File: src/rtl/pkt_aligned_chan_gate.sv
// Per-chain output gate: samples the channel enable only at packet boundaries,
// so whole packets are either forwarded through a 2-entry skid buffer or dropped and counted.
module pkt_aligned_chan_gate #(
   parameter int WIDTH      = 32,
   parameter int USER_WIDTH = 128,
   parameter int CNT_WIDTH  = 16
) (
   input  logic                  clk,
   input  logic                  reset,
   input  logic                  clear,
   input  logic                  enable,
   input  logic [WIDTH-1:0]      i_tdata,
   input  logic [USER_WIDTH-1:0] i_tuser,
   input  logic                  i_tlast,
   input  logic                  i_tvalid,
   output logic                  i_tready,
   output logic [WIDTH-1:0]      o_tdata,
   output logic [USER_WIDTH-1:0] o_tuser,
   output logic                  o_tlast,
   output logic                  o_tvalid,
   input  logic                  o_tready,
   output logic                  active,
   output logic [CNT_WIDTH-1:0]  drop_count
);

   localparam int EW = USER_WIDTH + 1 + WIDTH;

   typedef enum logic [1:0] {
      GAP  = 2'd0,
      PASS = 2'd1,
      DROP = 2'd2
   } state_t;

   state_t                state_q, state_d;
   logic [EW-1:0]         buf_q [2];
   logic                  wr_ptr_q, rd_ptr_q;
   logic [1:0]            occ_q, occ_d;
   logic [CNT_WIDTH-1:0]  drop_count_q, drop_count_d;

   logic full;
   logic fwd;
   logic push;
   logic pop;
   logic drop_last;

   always_comb begin
      full      = (occ_q == 2'd2);
      fwd       = (state_q == PASS) || ((state_q == GAP) && enable);
      i_tready  = 1'b0;
      state_d   = state_q;
      drop_last = 1'b0;

      // Ready never looks at o_tready: only registered occupancy gates passing beats.
      case (state_q)
         GAP:     i_tready = !enable || !full;
         PASS:    i_tready = !full;
         DROP:    i_tready = 1'b1;
         default: i_tready = 1'b0;
      endcase

      push = i_tvalid && i_tready && fwd;
      pop  = (occ_q != 2'd0) && o_tready;

      case (state_q)
         GAP: begin
            if (i_tvalid && i_tready) begin
               if (!i_tlast) begin
                  state_d = enable ? PASS : DROP;
               end else if (!enable) begin
                  drop_last = 1'b1;
               end
            end
         end
         PASS: begin
            if (push && i_tlast) begin
               state_d = GAP;
            end
         end
         DROP: begin
            if (i_tvalid && i_tlast) begin
               drop_last = 1'b1;
               state_d   = GAP;
            end
         end
         default: state_d = GAP;
      endcase

      drop_count_d = drop_count_q;
      if (drop_last && (drop_count_q != {CNT_WIDTH{1'b1}})) begin
         drop_count_d = drop_count_q + 1'b1;
      end

      case ({push, pop})
         2'b10:   occ_d = occ_q + 2'd1;
         2'b01:   occ_d = occ_q - 2'd1;
         default: occ_d = occ_q;
      endcase
   end

   always_ff @(posedge clk) begin
      if (reset || clear) begin
         state_q      <= GAP;
         occ_q        <= 2'd0;
         wr_ptr_q     <= 1'b0;
         rd_ptr_q     <= 1'b0;
         drop_count_q <= '0;
      end else begin
         state_q      <= state_d;
         occ_q        <= occ_d;
         drop_count_q <= drop_count_d;
         if (push) begin
            wr_ptr_q <= !wr_ptr_q;
         end
         if (pop) begin
            rd_ptr_q <= !rd_ptr_q;
         end
      end
   end

   // Payload storage carries no reset; occupancy alone decides what is valid.
   always_ff @(posedge clk) begin
      if (push) begin
         buf_q[wr_ptr_q] <= {i_tuser, i_tlast, i_tdata};
      end
   end

   assign {o_tuser, o_tlast, o_tdata} = buf_q[rd_ptr_q];
   assign o_tvalid   = (occ_q != 2'd0);
   assign active     = (state_q == PASS);
   assign drop_count = drop_count_q;

endmodule
File: config.mk
export PLATFORM = sky130hd
export DESIGN_NAME = pkt_aligned_chan_gate
export DESIGN_NICKNAME = d
export VERILOG_FILES = /design/src/rtl/pkt_aligned_chan_gate.sv
export SDC_FILE = /design/constraint.sdc
export NUM_CORES = 1
export LEC_CHECK = 0
export CAP_MARGIN = 40
export CORE_UTILIZATION = 52
export CTS_CLUSTER_DIAMETER = 50
export DETAILED_ROUTE_END_ITERATION = 8
export GPL_TIMING_DRIVEN = 0
export PLACE_DENSITY = 0.85
export SYNTH_ARGS = -nofsm -noshare
export SYNTH_HDL_FRONTEND = slang
export SYNTH_SLANG_ARGS = --single-unit
File: constraint.sdc
create_clock -name clk -period 26.3 [get_ports clk]
set_clock_uncertainty 0.05 [all_clocks]
set_input_delay 7.89 -clock clk [delete_from_list [all_inputs] [get_ports clk]]
set_output_delay 7.89 -clock clk [all_outputs]
set_load 0.005 [all_outputs]
---- Word-level counts from Yosys, hierarchy flattened ----
Memories as Yosys holds them, arrays and structs flattened. A register that Yosys moved wholly into a read port is not among the register bits.
Index checks and enable logic that the tools add are counted.
cells by class
  $add $sub $neg .......................... 3
  eq/ne operators ......................... 10
  muxes and demuxes ....................... 17
  reduce and logical (&&, ||, !) cells .... 18
operators with widths
  operator                                               count
  adder 16 x 1 -> 16 bit, second input constant          1
  inequality test 16 bit, second input constant          1
  two-way mux 2 bit                                      5
  two-way mux 1 bit                                      8
  logical AND 1 bit                                      7
  == test 2 bit, second input constant                   3
  case mux 2 bit (3 select lines)                        1
  == test 2 x 1 -> 1 bit, second input constant          2
  logical NOT 1 bit                                      4
  inequality test 2 x 1 -> 1 bit, second input constant  2
  inequality test 2 bit, second input constant           2
  case mux 2 bit (2 select lines)                        1
  AND reduction 4 bit                                    1
  nonzero test 2 bit                                     2
  logical OR 1 bit                                       3
  case mux 1 bit (3 select lines)                        1
  adder 2 x 1 -> 2 bit, second input constant            1
  logical NOT 2 bit                                      1
  case mux 1 bit (2 select lines)                        1
  subtractor 2 x 1 -> 2 bit, second input constant       1
word-level totals
  flip-flop bits (word level) ............. 22
  RAM bits ................................ 322
  word-level logic and storage cells ...... 54
  memories kept ........................... 1
memory list
  memory  depth  width  read ports  clocked after Yosys merged registers in  wr ports  line  source
  buf_q   2      161    1           1                                        1         35    logic [EW-1:0] buf_q [2];

---- Depth between registers and ports, before layout ----
  depth in word-level cells ............... 9
  depth in mapped cells ................... 6

---- Worst setup path after synthesis ----
OpenSTA, ideal clock, no wires.
  kind .................................... in2out
  start point ............................. input enable
  end point ............................... output i_tready
  data arrival time ....................... 8.270 ns
  setup slack ............................. 10.090 ns
  stages .................................. 2
  cell sequence ........................... nor2b_2 -> o22ai_1
between the ends
  longest elaborated chain between the ends .. 3
RTL lines
  element                          line  source
  from (decl)                      11    input logic enable,
  logical NOT 1 bit                -
  logical OR 1 bit                 55    GAP: i_tready = !enable || !full;
  case mux 1 bit (3 select lines)  54    case (state_q)
  to (decl)                        16    output logic i_tready,
No other way between the ends.

---- Final worst setup path ----
Same ends and word-level chain as after synthesis.

==> results list <==
* Endpoint of the most critical setup path: i_tready
- On the worst path, the slowest cell contributes a delay of just under 0.6 ns.
- The routed layout has between 7,000 and 8,000 vias.
- Share of power burned in the clock network: between 30% and 40%
* Critical path launch point: enable
- The critical path goes through clkdlybuf4s50_1 > nor2b_2 > o22ai_1 > clkdlybuf4s50_1.
- Total GRT Usage: between 20% and 30%
* Outcome: completed
* F_max: a little under 60 MHz
- Nets@finish: 1,212
- Startpoint of the lowest-slack register-to-register path: state_q[0]
* Number of buffers added on ports: between 300 and 400
* Kind of critical path: in2out
* Critical path launch point type: input port
- IO Count: about 350
- In the synthesized netlist the dominant register cell turns out to be edfxtp_1.
- Summed over all failing endpoints, the final setup total negative slack is 0 ns.
- The floorplan has 57 rows.
- In this run the critical register-to-register path is captured at buf_q[1][84].
- Worst path depth: 4
- In this run the cell area of the synthesized design comes to roughly 13,000 um2.
- Element type at the critical path end: output pin
- Clock-pin slew was measured on the worst setup and hold paths at approximately 0.060 ns.
* RSZ-0062 raised after global routing: no
- Once routing completed, OpenROAD measured the worst setup slack at about 9.0 ns.
- In this run, the combinational gates consume 7.9% of the power.
- The initial antenna violation count was 4.
- H-tree depth: 2
- Number of buffers inserted for hold repair after clock tree synthesis: 0
- Reg2reg setup slack: 23.64 ns
- Iteration-0 DRC Markers: around 500
* Final RePlAce weighted congestion: between 0.8 and 0.9
- The clock reaches the later pin of the worst-skew pair after ~0.5 ns.
* Final worst path period need: about 17 ns
- In this run the tightest slew margin relative to its limit is between 30% and 40%.
* Maximum capacitance violations: 0
- Cell variety after synth: 48
* Number of buffers added for setup after CTS: 0
- #FFs+latches synth: around 350
* Pre-CTS setup slack: about 9 ns
* Worst-path cell with the longest stage delay: clkdlybuf4s50_1
* Ys Warns: 0
- Total internal power: between 0.9 and 1 mW
* Syn avg cell area: 19.8 um2
- The total area inside the core boundary comes to approximately 24,000 um2.
- Total count of max-transition violations in the final report: 0
- Area growth from synthesis to layout: 40.2%
* Largest net degree at the start of global routing: 31
- Along the worst path, the maximum fanout reaches 5.
- The worst register-to-register path has a depth of 5.
- IR analysis of the VDD net gives a maximum drop of between 0.05 and 0.06 mV.
* Fraction of layout cells with a size suffix above 1: between 20 and 25%
* Portion of the post-synthesis area used by sequential elements: roughly 79%
- The HPWL after detailed placement is between 20,000 and 25,000 um.
- The first detailed-routing pass ran for 5 iterations.
- Number of nets produced by synthesis: roughly 820
* Critical Path Most Common Cell: clkdlybuf4s50_1
- Category of cells accounting for the largest share of critical-path delay: buffers and inverters
* Gate count after technology mapping: ~650
* Maximum buffer depth of the clock tree: 3
* Endpoints failing hold: 0
- From left edge to right edge, the die measures roughly 160 um.
- Least-Margin Pin Slew: between 0.9 and 1 ns
- Final Util: between 70% and 80%
* Leak: ~6 nW
- Dividing the detail-routed wire length by the instance count gives 21.4 um.
- The worst path uses ~66% of the clock period.
- Final setup violation count: 0
- In this run, synthesis inferred 322 flip-flops with an integrated enable.
- Summed over all layers, the routed wires come to a little under 30,000 um.
* Number of remaining DRC errors: 0
- GRT overflow: 0
- Vias in the first global route: 7,945
* Initial Utilization: 52.9%
- Startpoint of the worst hold path: drop_count[10]
- The number of buffers and inverters on the critical path is 2.
- The first global-routing pass estimated around 45,000 um of wire.
* CTS tree: built
* Antenna viol nets, final: 0
* Switching power: between 0.2 and 0.25 mW
* Height of the die: around 160 um
* Data arrival time of the worst path: around 9.4 ns
* Sequential Power Share: between 50% and 60%
* DR vias/cell: ~5.4
- Of the total power, the share spent switching nets is between 15 and 20%.
* Type of the tightest min-delay check: reg2reg
- Dividing total power by cell area gives a power density of between 60 and 70 nW/um2.
* Number of instances resized during post-cts repair: 0
* Area of the die: 25,300 um2
- Data on the critical path is required at its endpoint by around 18 ns.
- Clk root buf: clkbuf_16
* Clock tree sinks: 345
- Buffers inserted during clock tree synthesis total 36.
- Share of synthesized registers carrying an async set or reset: 0%
[area by class of cell]
class                   count  area, um2
flip-flops and latches    345      10100
fillers                  1456       6250
repair buffers            356       3660
multi-input cells         273       2560
clock buffers              51        978
well taps                 324        405
plain buffers              26        144
clock inverters             9       96.3
inverters                   5       18.8
diodes                      2       5.00
[cell families after synthesis]
group	synth area share, %
XOR/XNOR	0.273
adder cells (fa/ha/maj)	0.195
AO/OA/AOI/OAI	2.16
multiplexers	14.2
flip-flops	78.9
buffers and inverters	1.27
AND/OR/NAND/NOR	2.96
[synth_stat cells (2+ instances only)]
cell      count  area (um2)
a21oi_1       7        35.0
a31oi_1       4        25.0
and3_1        5        31.3
and4_1        3        26.3
clkbuf_1     20        75.1
clkbuf_8      2        27.5
dfxtp_1      23         460
edfxtp_1    322        9670
ha_1          2        25.0
inv_1         5        18.8
mux2_2      161        1810
nand2_1       9        33.8
nand3_1       7        35.0
nand4_1       4        25.0
nor2_1       10        37.5
nor2b_1       2        12.5
nor3_1        5        25.0
nor4_1        6        37.5
o211a_1       2        20.0
o211ai_1      4        30.0
o21a_1        2        15.0
o21ai_0       2        10.0
o31a_2        2        20.0
o31ai_1       7        52.6
or2_2         2        12.5
or3_1         4        25.0
or4_1         4        30.0
xnor2_1       3        26.3
[layer usage]
layer,vias up,global-route usage [%],wire length [um]
met3,73,7.24,2540
met2,357,40.3,15200
met1,3694,26.5,10800
li1,3383,-,-
met4,0,10.6,1210
met5,-,0,0
[state kept, by name, indices dropped and copies added (netlist names), named ones only]
| register | flops |
|---|---|
| drop_count | 16 |
| buf_q | 322 |
| state_q | 2 |
| rd_ptr_q | 1 |
| occ_q | 2 |
| wr_ptr_q | 1 |
[metrics by stage]
| step | cell area, um2 | hold WS (ns) | total power [mW] | std cells |
|---|---|---|---|---|
| global route | 18000 | 0.515 | 1.22 | 1391 |
| floorplan | 12800 | 0.409 | 0.664 | 649 |
| finish | 18000 | 0.478 | 1.19 | 1391 |
| CTS | 18000 | 0.470 | 1.20 | 1389 |
| global placement | 16700 | 0.433 | 0.727 | 1319 |
| detailed placement | 16900 | 0.458 | 0.727 | 1329 |
[layout by cell type, fill, tap and decap left out, drive strengths merged, types with 3 or more instances in the layout]
| cell | count |
|---|---|
| and3 | 5 |
| xnor2 | 3 |
| clkbuf | 74 |
| or3 | 5 |
| nand3 | 7 |
| nand4 | 4 |
| nor3 | 5 |
| clkdlybuf4s50 | 346 |
| o211ai | 4 |
| dfxtp | 23 |
| a31oi | 4 |
| o31ai | 7 |
| clkinv | 5 |
| inv | 5 |
| mux2 | 161 |
| nor2 | 10 |
| buf | 13 |
| nor2b | 3 |
| and4 | 3 |
| or4 | 5 |
| nor4 | 6 |
| edfxtp | 322 |
| nand2 | 9 |
| a21oi | 7 |
[power groups by stage]
stage	Combinational, mW	Clock, mW	Sequential (mW)
2_1_floorplan	0.0264	0	0.638
3_3_place_gp	0.0869	0	0.640
3_5_place_dp	0.0928	0	0.635
4_1_cts	0.0939	0.478	0.623
5_1_grt	0.0986	0.498	0.624
6_report	0.0935	0.469	0.623
[how the worst min path moves through the flow]
stage / end / slack (ns) / cells past startpoint
global placement: occ_q[1] / 0.43 / 2
detailed placement: drop_count[10] / 0.46 / 2
floorplan: occ_q[1] / 0.41 / 2
finish: drop_count[10] / 0.48 / 2
CTS: drop_count[10] / 0.47 / 2
global route: drop_count[10] / 0.51 / 2
[worst min-delay path: cells and delay by family, from the launching register on]
| family | cells | cell delay, ns |
|---|---|---|
| simple gates | 1 | 0.07 |
| mux | 1 | 0.06 |
| flops | 1 | 0.35 |
Note: power is estimated with default switching activity, not from simulation.
